File: config.mk
export PLATFORM = sky130hd
export DESIGN_NAME = multicore_mem_arbiter
export DESIGN_NICKNAME = d
export VERILOG_FILES = /design/src/rtl/multicore_mem_arbiter.sv
export SDC_FILE = /design/constraint.sdc
export NUM_CORES = 1
export LEC_CHECK = 0
export CORE_AREA = 2 2 168 170
export DETAILED_ROUTE_END_ITERATION = 6
export DIE_AREA = 0 0 170 172
export PLACE_DENSITY_LB_ADDON = 0.05
export SKIP_CTS_REPAIR_TIMING = 1
export SLEW_MARGIN = 20
export SYNTH_ARGS = -nofsm -noshare
export SYNTH_HDL_FRONTEND = slang
export SYNTH_SLANG_ARGS = --single-unit
export TNS_END_PERCENT = 10
File: constraint.sdc
create_clock -name CLK -period 3.4 [get_ports CLK]
set_clock_uncertainty 0.1 [all_clocks]
set_input_delay 1.02 -clock CLK [delete_from_list [all_inputs] [get_ports CLK]]
set_output_delay 1.02 -clock CLK [all_outputs]
set_load 0.02 [all_outputs]
File: src/rtl/multicore_mem_arbiter.sv
// Shares one RAM port among the I/D cache channels of CPUS cores with round-robin arbitration.
// Channel 2c is core c's I-cache, 2c+1 its D-cache; RAM-side outputs are registered at grant time.
module multicore_mem_arbiter #(
    parameter int CPUS   = 2,
    parameter int ADDR_W = 32,
    parameter int DATA_W = 32,
    parameter int PRIO_D = 0
) (
    input  logic                   CLK,
    input  logic                   RST,
    input  logic [CPUS-1:0]        iREN,
    input  logic [CPUS*ADDR_W-1:0] iaddr,
    input  logic [CPUS-1:0]        dREN,
    input  logic [CPUS-1:0]        dWEN,
    input  logic [CPUS*ADDR_W-1:0] daddr,
    input  logic [CPUS*DATA_W-1:0] dstore,
    output logic [CPUS-1:0]        iwait,
    output logic [CPUS-1:0]        dwait,
    output logic [CPUS*DATA_W-1:0] iload,
    output logic [CPUS*DATA_W-1:0] dload,
    output logic [ADDR_W-1:0]      ramaddr,
    output logic [DATA_W-1:0]      ramstore,
    output logic                   ramREN,
    output logic                   ramWEN,
    input  logic [DATA_W-1:0]      ramload,
    input  logic [1:0]             ramstate
);
    localparam int N  = 2 * CPUS;
    localparam int PW = $clog2(N);
    localparam logic [1:0] RAM_ACCESS = 2'd2;

    typedef enum logic {IDLE, SERVE} state_t;

    state_t            state;
    logic [PW-1:0]     grant;
    logic [PW-1:0]     rr_ptr;
    logic [PW-1:0]     pick;
    logic [PW-1:0]     idx;
    logic [PW-1:0]     grant_nxt;
    logic [N-1:0]      req;
    logic [N-1:0]      dmask;
    logic [N-1:0]      cand;
    logic [N-1:0]      ch_wr;
    logic [ADDR_W-1:0] ch_addr [N];
    logic [DATA_W-1:0] ch_data [N];
    logic              found;
    logic              done;

    for (genvar c = 0; c < CPUS; c++) begin : g_ch
        assign req[2*c]       = iREN[c];
        assign req[2*c+1]     = dREN[c] | dWEN[c];
        assign dmask[2*c]     = 1'b0;
        assign dmask[2*c+1]   = 1'b1;
        // A D channel with both enables high is treated as a write.
        assign ch_wr[2*c]     = 1'b0;
        assign ch_wr[2*c+1]   = dWEN[c];
        assign ch_addr[2*c]   = iaddr[c*ADDR_W +: ADDR_W];
        assign ch_addr[2*c+1] = daddr[c*ADDR_W +: ADDR_W];
        assign ch_data[2*c]   = '0;
        assign ch_data[2*c+1] = dstore[c*DATA_W +: DATA_W];
        assign iload[c*DATA_W +: DATA_W] = ramload;
        assign dload[c*DATA_W +: DATA_W] = ramload;
        assign iwait[c] = ~(done && (grant == PW'(2*c)));
        assign dwait[c] = ~(done && (grant == PW'(2*c+1)));
    end

    assign done      = (state == SERVE) && (ramstate == RAM_ACCESS);
    assign cand      = ((PRIO_D != 0) && |(req & dmask)) ? (req & dmask) : req;
    assign grant_nxt = (grant == PW'(N-1)) ? '0 : grant + 1'b1;

    // First candidate at or after rr_ptr, wrapping past N-1.
    always_comb begin : pick_search
        int j;
        j     = 0;
        idx   = '0;
        found = 1'b0;
        pick  = rr_ptr;
        for (int i = 0; i < N; i++) begin
            j = int'(rr_ptr) + i;
            if (j >= N) j = j - N;
            idx = PW'(j);
            if (!found && cand[idx]) begin
                found = 1'b1;
                pick  = idx;
            end
        end
    end

    always_ff @(posedge CLK or posedge RST) begin
        if (RST) begin
            state    <= IDLE;
            grant    <= '0;
            rr_ptr   <= '0;
            ramaddr  <= '0;
            ramstore <= '0;
            ramREN   <= 1'b0;
            ramWEN   <= 1'b0;
        end else begin
            case (state)
                IDLE: begin
                    if (found) begin
                        state    <= SERVE;
                        grant    <= pick;
                        ramaddr  <= ch_addr[pick];
                        ramstore <= ch_data[pick];
                        ramWEN   <= ch_wr[pick];
                        ramREN   <= ~ch_wr[pick];
                    end
                end
                SERVE: begin
                    // A completing ACCESS wins over a request dropped in the same cycle.
                    if (ramstate == RAM_ACCESS) begin
                        state  <= IDLE;
                        rr_ptr <= grant_nxt;
                        ramREN <= 1'b0;
                        ramWEN <= 1'b0;
                    end else if (!req[grant]) begin
                        state  <= IDLE;
                        ramREN <= 1'b0;
                        ramWEN <= 1'b0;
                    end
                end
                default: state <= IDLE;
            endcase
        end
    end
endmodule

==> results by group, run 1 <==
Place
  • Placed Instances: 993
  • Port Buffers: 271
  • Routability Congestion: 0.7276
  • Place WS: -0.1726 ns
  • DP HPWL: 13390 um

Drt
  • Via count: 4057
  • First drt pass iteration count: 4
  • Detailed Route Iter0 Violations: 93
  • Antenna-violating nets left: 0
  • Drt wl/cell: 17.39 um
  • Drt drc: 0
  • Drt total wl: 17580 um
  • Drt via density: 4.013

Clocking
  • CTS tree: done
  • H-tree Lvls: 3
  • Num CTS Buffers: 9
  • Root Buffer: clkbuf_16
  • CTS Sinks: 71
  • Worst-skew pair later-pin latency: 0.34 ns
  • Clock slew at the register clock pins of the worst setup and hold paths: 0.06 ns
  • CTS max path bufs: 2

Synthesis
  • Syn nets: 742
  • Post-synth top area share: 0.3463
  • Synth Flop Type: dfrtp_1
  • Dominant cell by count in the synthesized netlist: buf_4
  • Sequential area share after synthesis: 0.3463
  • Synth warnings: 0
  • Mapped Cells: 504
  • Synth unique cells: 34
  • FFs w/ async S/R, synth: 1.000
  • Syn Area/Cell: 10.18 um2
  • #FFs+latches synth: 71
  • Cell taking the most area after synthesis: dfrtp_1
  • Post-synth EDFFs: 0
  • List of most frequent post-synthesis cells: 140 x buf_4, 96 x mux2i_1, 74 x nand2_1
  • Largest cells by area after synthesis: dfrtp_1 35%, buf_4 20%, mux2i_1 19%, o221ai_2 8.8%, nand2_1 5.4%
  • Syn Std Cell Area: 5130 um2

Pwr
  • Peak VDD IR: 0.3072 mV
  • Total power: 6187 uW
  • Leak: 0.003149 uW
  • Cell Pwr Density: 797.2 nW/um2

Critical path
  • Req. time, crit path: 2.28 ns
  • Crit-path cells: clkdlybuf4s50_1 > nand2b_1 > nor2_2 > nand2_1 > dlymetal6s2s_1
  • CP max-delay cell: clkdlybuf4s50_1
  • CP peak stage delay: 0.39 ns
  • Startpoint Class: input port
  • Worst EP arrival: 2.04 ns
  • Endpoint class of the critical path: output pin
  • Crit path max fanout: 5
  • Type of the worst setup path: input port to output pin

Finish
  • Nets: 896
  • FILL cells: 2892
  • Area grow syn2layout: 51.29%
  • Final core occ: 0.2825
  • Cell Count, Final, Fillers Out: 1011
  • Share of post-route cells with drive strength above 1: 0.1312

Floorplan
  • Die Ht: 172 um
  • Core area: 27480 um2
  • Die area: 29240 um2
  • Die X: 170 um
  • I/O pins: 432
  • Initial core utilization: 0.1867
  • Rows: 61

Timing
  • Tmin final: 3.158 ns
  • Hold Fails Final Rpt: 0
  • Worst Slack Setup Final: 0.2416 ns
  • Fin Setup TNS: 0 ns
  • Achievable Freq: 316.6 MHz
  • RSZ-0062 raised after global routing: false
  • Max Slew Vio Count: 0
  • Worst slew pin tran: 0.6082 ns
  • Final period utilization: 0.9289
  • Worst slew margin: 0.5941
  • Final setup fails: 0

GRT
  • Vias in the first global route: 4389
  • GRT overflow: 0
  • Overall Global Routing Usage: 0.1165
  • Global-route wire length before repair: 25590 um
  • Antenna violations before repair: 1
  • Largest net degree at the start of global routing: 69

Hold path
  • Worst Hold Class: flop to flop

Outcome
  • Outcome: finished, final reports clean

Run
  • Max cap viols: 0
## path summary, 6_finish.rpt
| kind | slack [ns] | cells past startpoint | start | end |
|---|---|---|---|---|
| worst max-delay path | 0.24 | 5 | ramstate[0] | dwait[0] |
| worst min-delay path | 0.38 | 2 | ramstore[1]$_DFFE_PP0P_ | ramstore[1]$_DFFE_PP0P_ |
| worst max register to register | 1.19 | 8 | rr_ptr[1]$_DFFE_PP0P_ | ramaddr[17]$_DFFE_PP0P_ |
| worst min register to register | 0.38 | 2 | ramstore[1]$_DFFE_PP0P_ | ramstore[1]$_DFFE_PP0P_ |
| max in group asynchronous | 1.56 | 3 | RST | ramstore[20]$_DFFE_PP0P_ |
| min in group asynchronous | 0.96 | 2 | RST | grant[0]$_DFFE_PP0P_ |
## stage by stage
step	cell area, um2	hold WS [ns]
2_1_floorplan	5130	0.4020
3_3_place_gp	7445	0.3630
3_5_place_dp	7445	0.3722
4_1_cts	7744	0.3884
5_1_grt	7756	0.4137
6_report	7761	0.3808
## critical path, delay by kind of cell
family,cells,cell delay (ns)
and+or+nand+nor,3,0.41
buffers and inverters,2,0.60
## cell type report
cell class              count  area (um2)  share of cell area
diodes                      2       5.005           0.0006448
inverters                   4       16.27            0.002096
clock buffers               9       225.2             0.02902
well taps                 346       432.9             0.05578
repair buffers            299        3033              0.3908
clock inverters             7       73.82            0.009512
flip-flops and latches     71        1777              0.2289
multi-input cells         273        2198              0.2833
## state kept, by name (all words and copies together) (netlist names)
name	cells
ramWEN	1
ramREN	1
ramstore	32
grant	2
state	1
rr_ptr	2
ramaddr	32
## logic make-up (layout without fill, tap and decap cells)
group                      Yosys count  count (layout)  synth area share
buffers and inverters              160             319            0.2283
muxes                               99              99            0.1961
and+or+nand+nor                     98              98           0.08732
AOI/OAI and AO/OA                   72              72            0.1322
DFF                                 71              71            0.3463
adders and majority gates            4               4          0.009756
other                                0               2                 0
## per-layer routing
| layer | part of all wire | up-vias | global-route usage |
|---|---|---|---|
| met3 | 0.12 | 13 | 0.05402 |
| li1 | - | 1937 | - |
| met2 | 0.42 | 247 | 0.1799 |
| met1 | 0.45 | 1860 | 0.1434 |
| met4 | 0.012 | 0 | 0.03902 |
| met5 | 0 | - | 0 |
## layout by cell type, fill, tap and decap left out, types with 2 or more instances in the layout
cell type,synthesis,final
nor3b_1,2,2
o2bb2ai_1,2,2
o221ai_1,2,2
inv_1,4,3
o221ai_2,30,30
buf_12,0,8
clkdlybuf4s50_1,0,267
nor4_1,3,3
o21ai_0,35,35
mux2i_1,96,96
dfrtp_1,71,71
clkbuf_16,0,9
clkinv_2,0,2
mux2_2,2,2
or2_2,1,2
nand2_1,74,74
nor2b_1,2,2
dlymetal6s2s_1,0,4
ha_1,4,4
diode_2,0,2
buf_4,140,20
clkinvlp_4,0,4
nand3_1,2,2
## power breakdown
group | leakage, uW | internal, uW | switching, uW | total (uW)
Clock | 0.000134 | 568 | 399 | 967
Combinational | 0.00213 | 1820 | 1930 | 3750
Sequential | 0.000890 | 1240 | 231 | 1470
Total | 0.00315 | 3620 | 2560 | 6190
Note: power is estimated with default switching activity, not from simulation.
==> run 2, diff against run 1 <==
==> constraint.sdc (replaced) <==
create_clock -name CLK -period 3.4 [get_ports CLK]
set_clock_uncertainty 0.1 [all_clocks]
set_input_delay 1.02 -clock CLK [delete_from_list [all_inputs] [get_ports CLK]]
set_output_delay 1.02 -clock CLK [all_outputs]
set_load 0.1 [all_outputs]
==> results by group, run 2 (synthesis results as in run 1) <==
Finish
  • Seq. cell area: 1777 um2
  • Area of the multi-input gates: 2196 um2
  • FILL cells: 2925
  • Largest registers: ramaddr: 32 flops, ramstore: 32 flops
  • Cell Count, Final, Fillers Out: 1005
  • Area grow syn2layout: 47.59%
  • Most common cell after layout, fill and taps aside: clkdlybuf4s50_1
  • Most frequent cells in the layout: 201 x clkdlybuf4s50_1, 96 x mux2i_1, 80 x buf_4
  • Share of post-route cells with drive strength above 1: 0.2295
  • Nets: 891

Timing
  • Final period utilization: 0.9581
  • RSZ-0062 raised after global routing: false
  • Max Slew Vio Count: 0
  • Tmin final: 3.258 ns
  • Worst slew margin: 0.7784
  • Fin Setup TNS: 0 ns
  • Achievable Freq: 307.0 MHz
  • Hold Fails Final Rpt: 0
  • Worst slew pin tran: 0.3231 ns
  • Worst Slack Setup Final: 0.1424 ns
  • Final setup fails: 0

Clocking
  • CTS Sinks: 71
  • CTS max path bufs: 2
  • H-tree Lvls: 3
  • Root Buffer: clkbuf_16
  • Worst-skew pair later-pin latency: 0.34 ns
  • CTS tree: done
  • Clock slew at the register clock pins of the worst setup and hold paths: 0.06 ns
  • Num CTS Buffers: 9

Place
  • Port Buffers: 271
  • Routability Congestion: 0.7643
  • Place WS: 0.01037 ns
  • DP HPWL: 13640 um
  • Placed Instances: 988

Critical path
  • Type of the worst setup path: input port to output pin
  • Crit path max fanout: 5
  • Req. time, crit path: 2.28 ns
  • CP peak stage delay: 0.39 ns
  • Crit-path cells: clkdlybuf4s50_1 > nand2b_1 > nor2_1 > nand2_1 > buf_12
  • Reg2reg setup slack: 1.20 ns
  • CP max-delay cell: clkdlybuf4s50_1
  • Buf/Inv on CP: 2
  • Crit-path leading delay family: buffers and inverters
  • Startpoint Class: input port
  • Endpoint class of the critical path: output pin
  • Worst EP arrival: 2.14 ns

GRT
  • Vias in the first global route: 4306
  • GRT overflow: 0
  • Antenna violations before repair: 1
  • Global-route wire length before repair: 25740 um
  • Overall Global Routing Usage: 0.1171
  • Largest net degree at the start of global routing: 69

Pwr
  • Leak: 0.003232 uW
  • Cell Pwr Density: 1079 nW/um2
  • Peak VDD IR: 0.3551 mV

Outcome
  • Outcome: finished, final reports clean

Drt
  • Drt via density: 3.999
  • Antenna-violating nets left: 0
  • Drt wl/cell: 17.53 um
  • Via count: 4019
  • First drt pass iteration count: 4
  • Detailed Route Iter0 Violations: 100
  • Drt drc: 0
  • Drt total wl: 17620 um

Floorplan
  • Die X: 170 um
  • I/O pins: 432
  • Die area: 29240 um2
  • Die Ht: 172 um
  • Rows: 61
  • Core area: 27480 um2
  • Initial core utilization: 0.1867

Hold path
  • Worst Hold Class: flop to flop

Run
  • Max cap viols: 0
-- run 2: cell types whose count changed in the layout (fill, tap and decap cells not counted), moves of 4 or more --
cell,before,now
buf_12,8,13
buf_4,20,80
dlymetal6s2s_1,4,0
clkdlybuf4s50_1,267,201
-- run 2: path summary, 6_finish.rpt --
check | from | endpoint | cells past startpoint
max in group asynchronous | RST | ramaddr[0]$_DFFE_PP0P_ | 3
worst min-delay path | ramstore[1]$_DFFE_PP0P_ | ramstore[1]$_DFFE_PP0P_ | 2
worst min register to register | ramstore[1]$_DFFE_PP0P_ | ramstore[1]$_DFFE_PP0P_ | 2
worst max register to register | rr_ptr[1]$_DFFE_PP0P_ | ramaddr[11]$_DFFE_PP0P_ | 8
min in group asynchronous | RST | ramstore[16]$_DFFE_PP0P_ | 2
worst max-delay path | ramstate[0] | iwait[0] | 5
-- run 2: power breakdown --
group | switching (uW) | internal [uW]
sequential | 243 | 1240
clock | 403 | 494
combinational | 4110 | 1680
total | 4760 | 3410
-- run 2: area by class of cell --
cell class | instances | share of cell area
Inverter | 4 | 0.002148
Tap cell | 346 | 0.05718
Clock inverter | 7 | 0.006445
Multi-Input combinational cell | 273 | 0.2900
Clock buffer | 9 | 0.02975
Timing Repair Buffer | 294 | 0.3794
Sequential cell | 71 | 0.2347
Antenna cell | 1 | 0.0003305
-- run 2: worst reg2reg max path, delay by kind of cell (launching register included) --
family	cells	cell delay [ns]
buffers and inverters	3	0.53
flip-flops	1	0.46
AO/OA/AOI/OAI	2	0.20
AND/OR/NAND/NOR	2	0.53
multiplexers	1	0.26
-- run 2: metrics by stage --
step | hold WS (ns) | instance area, um2 | total power (uW) | utilization
2_1_floorplan | 0.4020 | 5130 | 6463 | -
3_3_place_gp | 0.3668 | 7295 | 7345 | 0.2655
3_5_place_dp | 0.3715 | 7295 | 7373 | 0.2655
4_1_cts | 0.3859 | 7569 | 8314 | 0.2755
5_1_grt | 0.4117 | 7569 | 8633 | 0.2755
6_report | 0.3800 | 7571 | 8170 | 0.2755
-- run 2: per-layer routing --
layer,up-vias,part of all wire,global-route usage
li1,1925,-,-
met1,1835,0.46,0.1503
met2,246,0.41,0.1766
met3,13,0.12,0.05150
met4,0,0.012,0.03679
met5,-,0,0
==> run 3, diff against run 2 <==
--- a/config.mk
+++ b/config.mk
@@ -11,5 +11,4 @@
 export PLACE_DENSITY_LB_ADDON = 0.05
 export SKIP_CTS_REPAIR_TIMING = 1
-export SLEW_MARGIN = 20
 export SYNTH_ARGS = -nofsm -noshare
 export SYNTH_HDL_FRONTEND = slang
==> constraint.sdc (replaced) <==
create_clock -name CLK -period 3.4 [get_ports CLK]
set_clock_uncertainty 0.1 [all_clocks]
set_input_delay 0.68 -clock CLK [delete_from_list [all_inputs] [get_ports CLK]]
set_output_delay 0.68 -clock CLK [all_outputs]
set_load 0.1 [all_outputs]
==> results by group, run 3 (synthesis results as in run 1) <==
Drt
  • Detailed Route Iter0 Violations: 113
  • Drt via density: 4.039
  • Drt wl/cell: 17.64 um
  • Drt total wl: 17500 um
  • Drt drc: 0
  • Via count: 4007
  • First drt pass iteration count: 4
  • Antenna-violating nets left: 0

Hold path
  • Hold Crit Start: ramstore[4]$_DFFE_PP0P_
  • Worst Hold Class: flop to flop

Pwr
  • Switching share of power: 0.5766
  • P_sw: 4695 uW
  • Peak VDD IR: 0.3547 mV
  • Pint: 3448 uW
  • Clock power share: 0.133
  • Gate power share: 0.685
  • Leak: 0.003162 uW
  • Flop pwr share: 0.182
  • Cell Pwr Density: 1095 nW/um2

Finish
  • Area grow syn2layout: 44.98%
  • FILL cells: 2894
  • Nets: 879
  • Area of the multi-input gates: 2196 um2
  • Share of post-route cells with drive strength above 1: 0.2152
  • Largest registers: ramaddr: 32 flops, ramstore: 32 flops
  • Seq. cell area: 1777 um2
  • ANT cells: 0
  • Most frequent cells in the layout: 201 x clkdlybuf4s50_1, 96 x mux2i_1, 76 x buf_4
  • Most common cell after layout, fill and taps aside: clkdlybuf4s50_1

Timing
  • RSZ-0062 raised after global routing: false
  • Final period utilization: 0.8107
  • Worst slew pin tran: 0.6358 ns
  • Tmin final: 2.756 ns
  • Fin Setup TNS: 0 ns
  • Achievable Freq: 362.8 MHz
  • Hold slack: 0.3791 ns
  • Worst slew margin: 0.5757
  • Max Slew Vio Count: 0
  • Hold Fails Final Rpt: 0
  • Final setup fails: 0

GRT
  • GRT overflow: 0
  • Antenna violations before repair: 1
  • Overall Global Routing Usage: 0.1150
  • Vias in the first global route: 4190
  • Largest net degree at the start of global routing: 49
  • Global-route wire length before repair: 25270 um

Clocking
  • H-tree Lvls: 3
  • CTS Sinks: 71
  • Worst-skew pair later-pin latency: 0.33 ns
  • Num CTS Buffers: 9
  • CTS tree: done
  • CTS max path bufs: 2
  • Clock slew at the register clock pins of the worst setup and hold paths: 0.06 ns
  • Root Buffer: clkbuf_16

Floorplan
  • Core area: 27480 um2
  • Rows: 61
  • Die Ht: 172 um
  • Initial core utilization: 0.1867
  • Die X: 170 um
  • I/O pins: 432
  • Die area: 29240 um2

Critical path
  • CP startpoint: ramstate[0]
  • FF-to-FF Start: rr_ptr[1]$_DFFE_PP0P_
  • Crit path max fanout: 6
  • Reg2reg setup slack: 1.19 ns
  • Type of the worst setup path: input port to output pin
  • Startpoint Class: input port
  • Endpoint class of the critical path: output pin
  • Worst EP arrival: 1.98 ns
  • Req. time, crit path: 2.62 ns

Outcome
  • Outcome: finished, final reports clean

Run
  • Max cap viols: 0

Place
  • Port Buffers: 271
  • DP HPWL: 13180 um
  • Routability Congestion: 0.7250
==> run 3: through the flow <==
stage / cells / area, um2 / setup WS, ns / utilization / total power (uW)
2_1_floorplan: 504 / 5130 / 0.8234 / - / 6463
6_report: 992 / 7437 / 0.6437 / 0.2707 / 8143
4_1_cts: 992 / 7437 / 0.6209 / 0.2707 / 8295
3_5_place_dp: 976 / 7104 / 0.3721 / 0.2586 / 7178
5_1_grt: 992 / 7437 / 0.5507 / 0.2707 / 8592
3_3_place_gp: 976 / 7104 / 0.4135 / 0.2586 / 7142
==> run 3: layout make-up <==
class / instances / area share
clock buffers: 11 / 0.03398
multi-input cells: 273 / 0.2953
clock inverters: 5 / 0.01077
repair buffers: 282 / 0.3607
well taps: 346 / 0.05821
inverters: 4 / 0.002187
flip-flops and latches: 71 / 0.2389
==> run 3: critical path: stages <==
cell	delay, ns
clkdlybuf4s50_1	0.39
nand2b_1	0.18
nor2_1	0.34
nand2_1	0.14
buf_4	0.25
==> run 3: final timing paths <==
check / cells after the start / end
worst max register to register: 6 / ramaddr[21]$_DFFE_PP0P_
worst min register to register: 2 / ramstore[4]$_DFFE_PP0P_
worst min-delay path: 2 / ramstore[4]$_DFFE_PP0P_
min in group asynchronous: 2 / ramstore[26]$_DFFE_PP0P_
worst max-delay path: 5 / iwait[0]
max in group asynchronous: 3 / ramstore[7]$_DFFE_PP0P_
==> run 3: power by group through the flow <==
stage | clock, uW | combinational, uW | sequential (uW)
floorplan | 0 | 2490 | 3980
global placement | 0 | 5650 | 1490
detailed placement | 0 | 5680 | 1490
CTS | 1130 | 5680 | 1490
global route | 1160 | 5890 | 1540
finish | 1080 | 5580 | 1480
==> run 3: layer usage <==
metal  up-vias  track usage  share of wire
met1      1841       0.1480           0.45
met4         2      0.03679          0.011
met5         -            0        0.00074
met3        13      0.04921           0.12
li1       1903            -              -
met2       248       0.1736           0.43
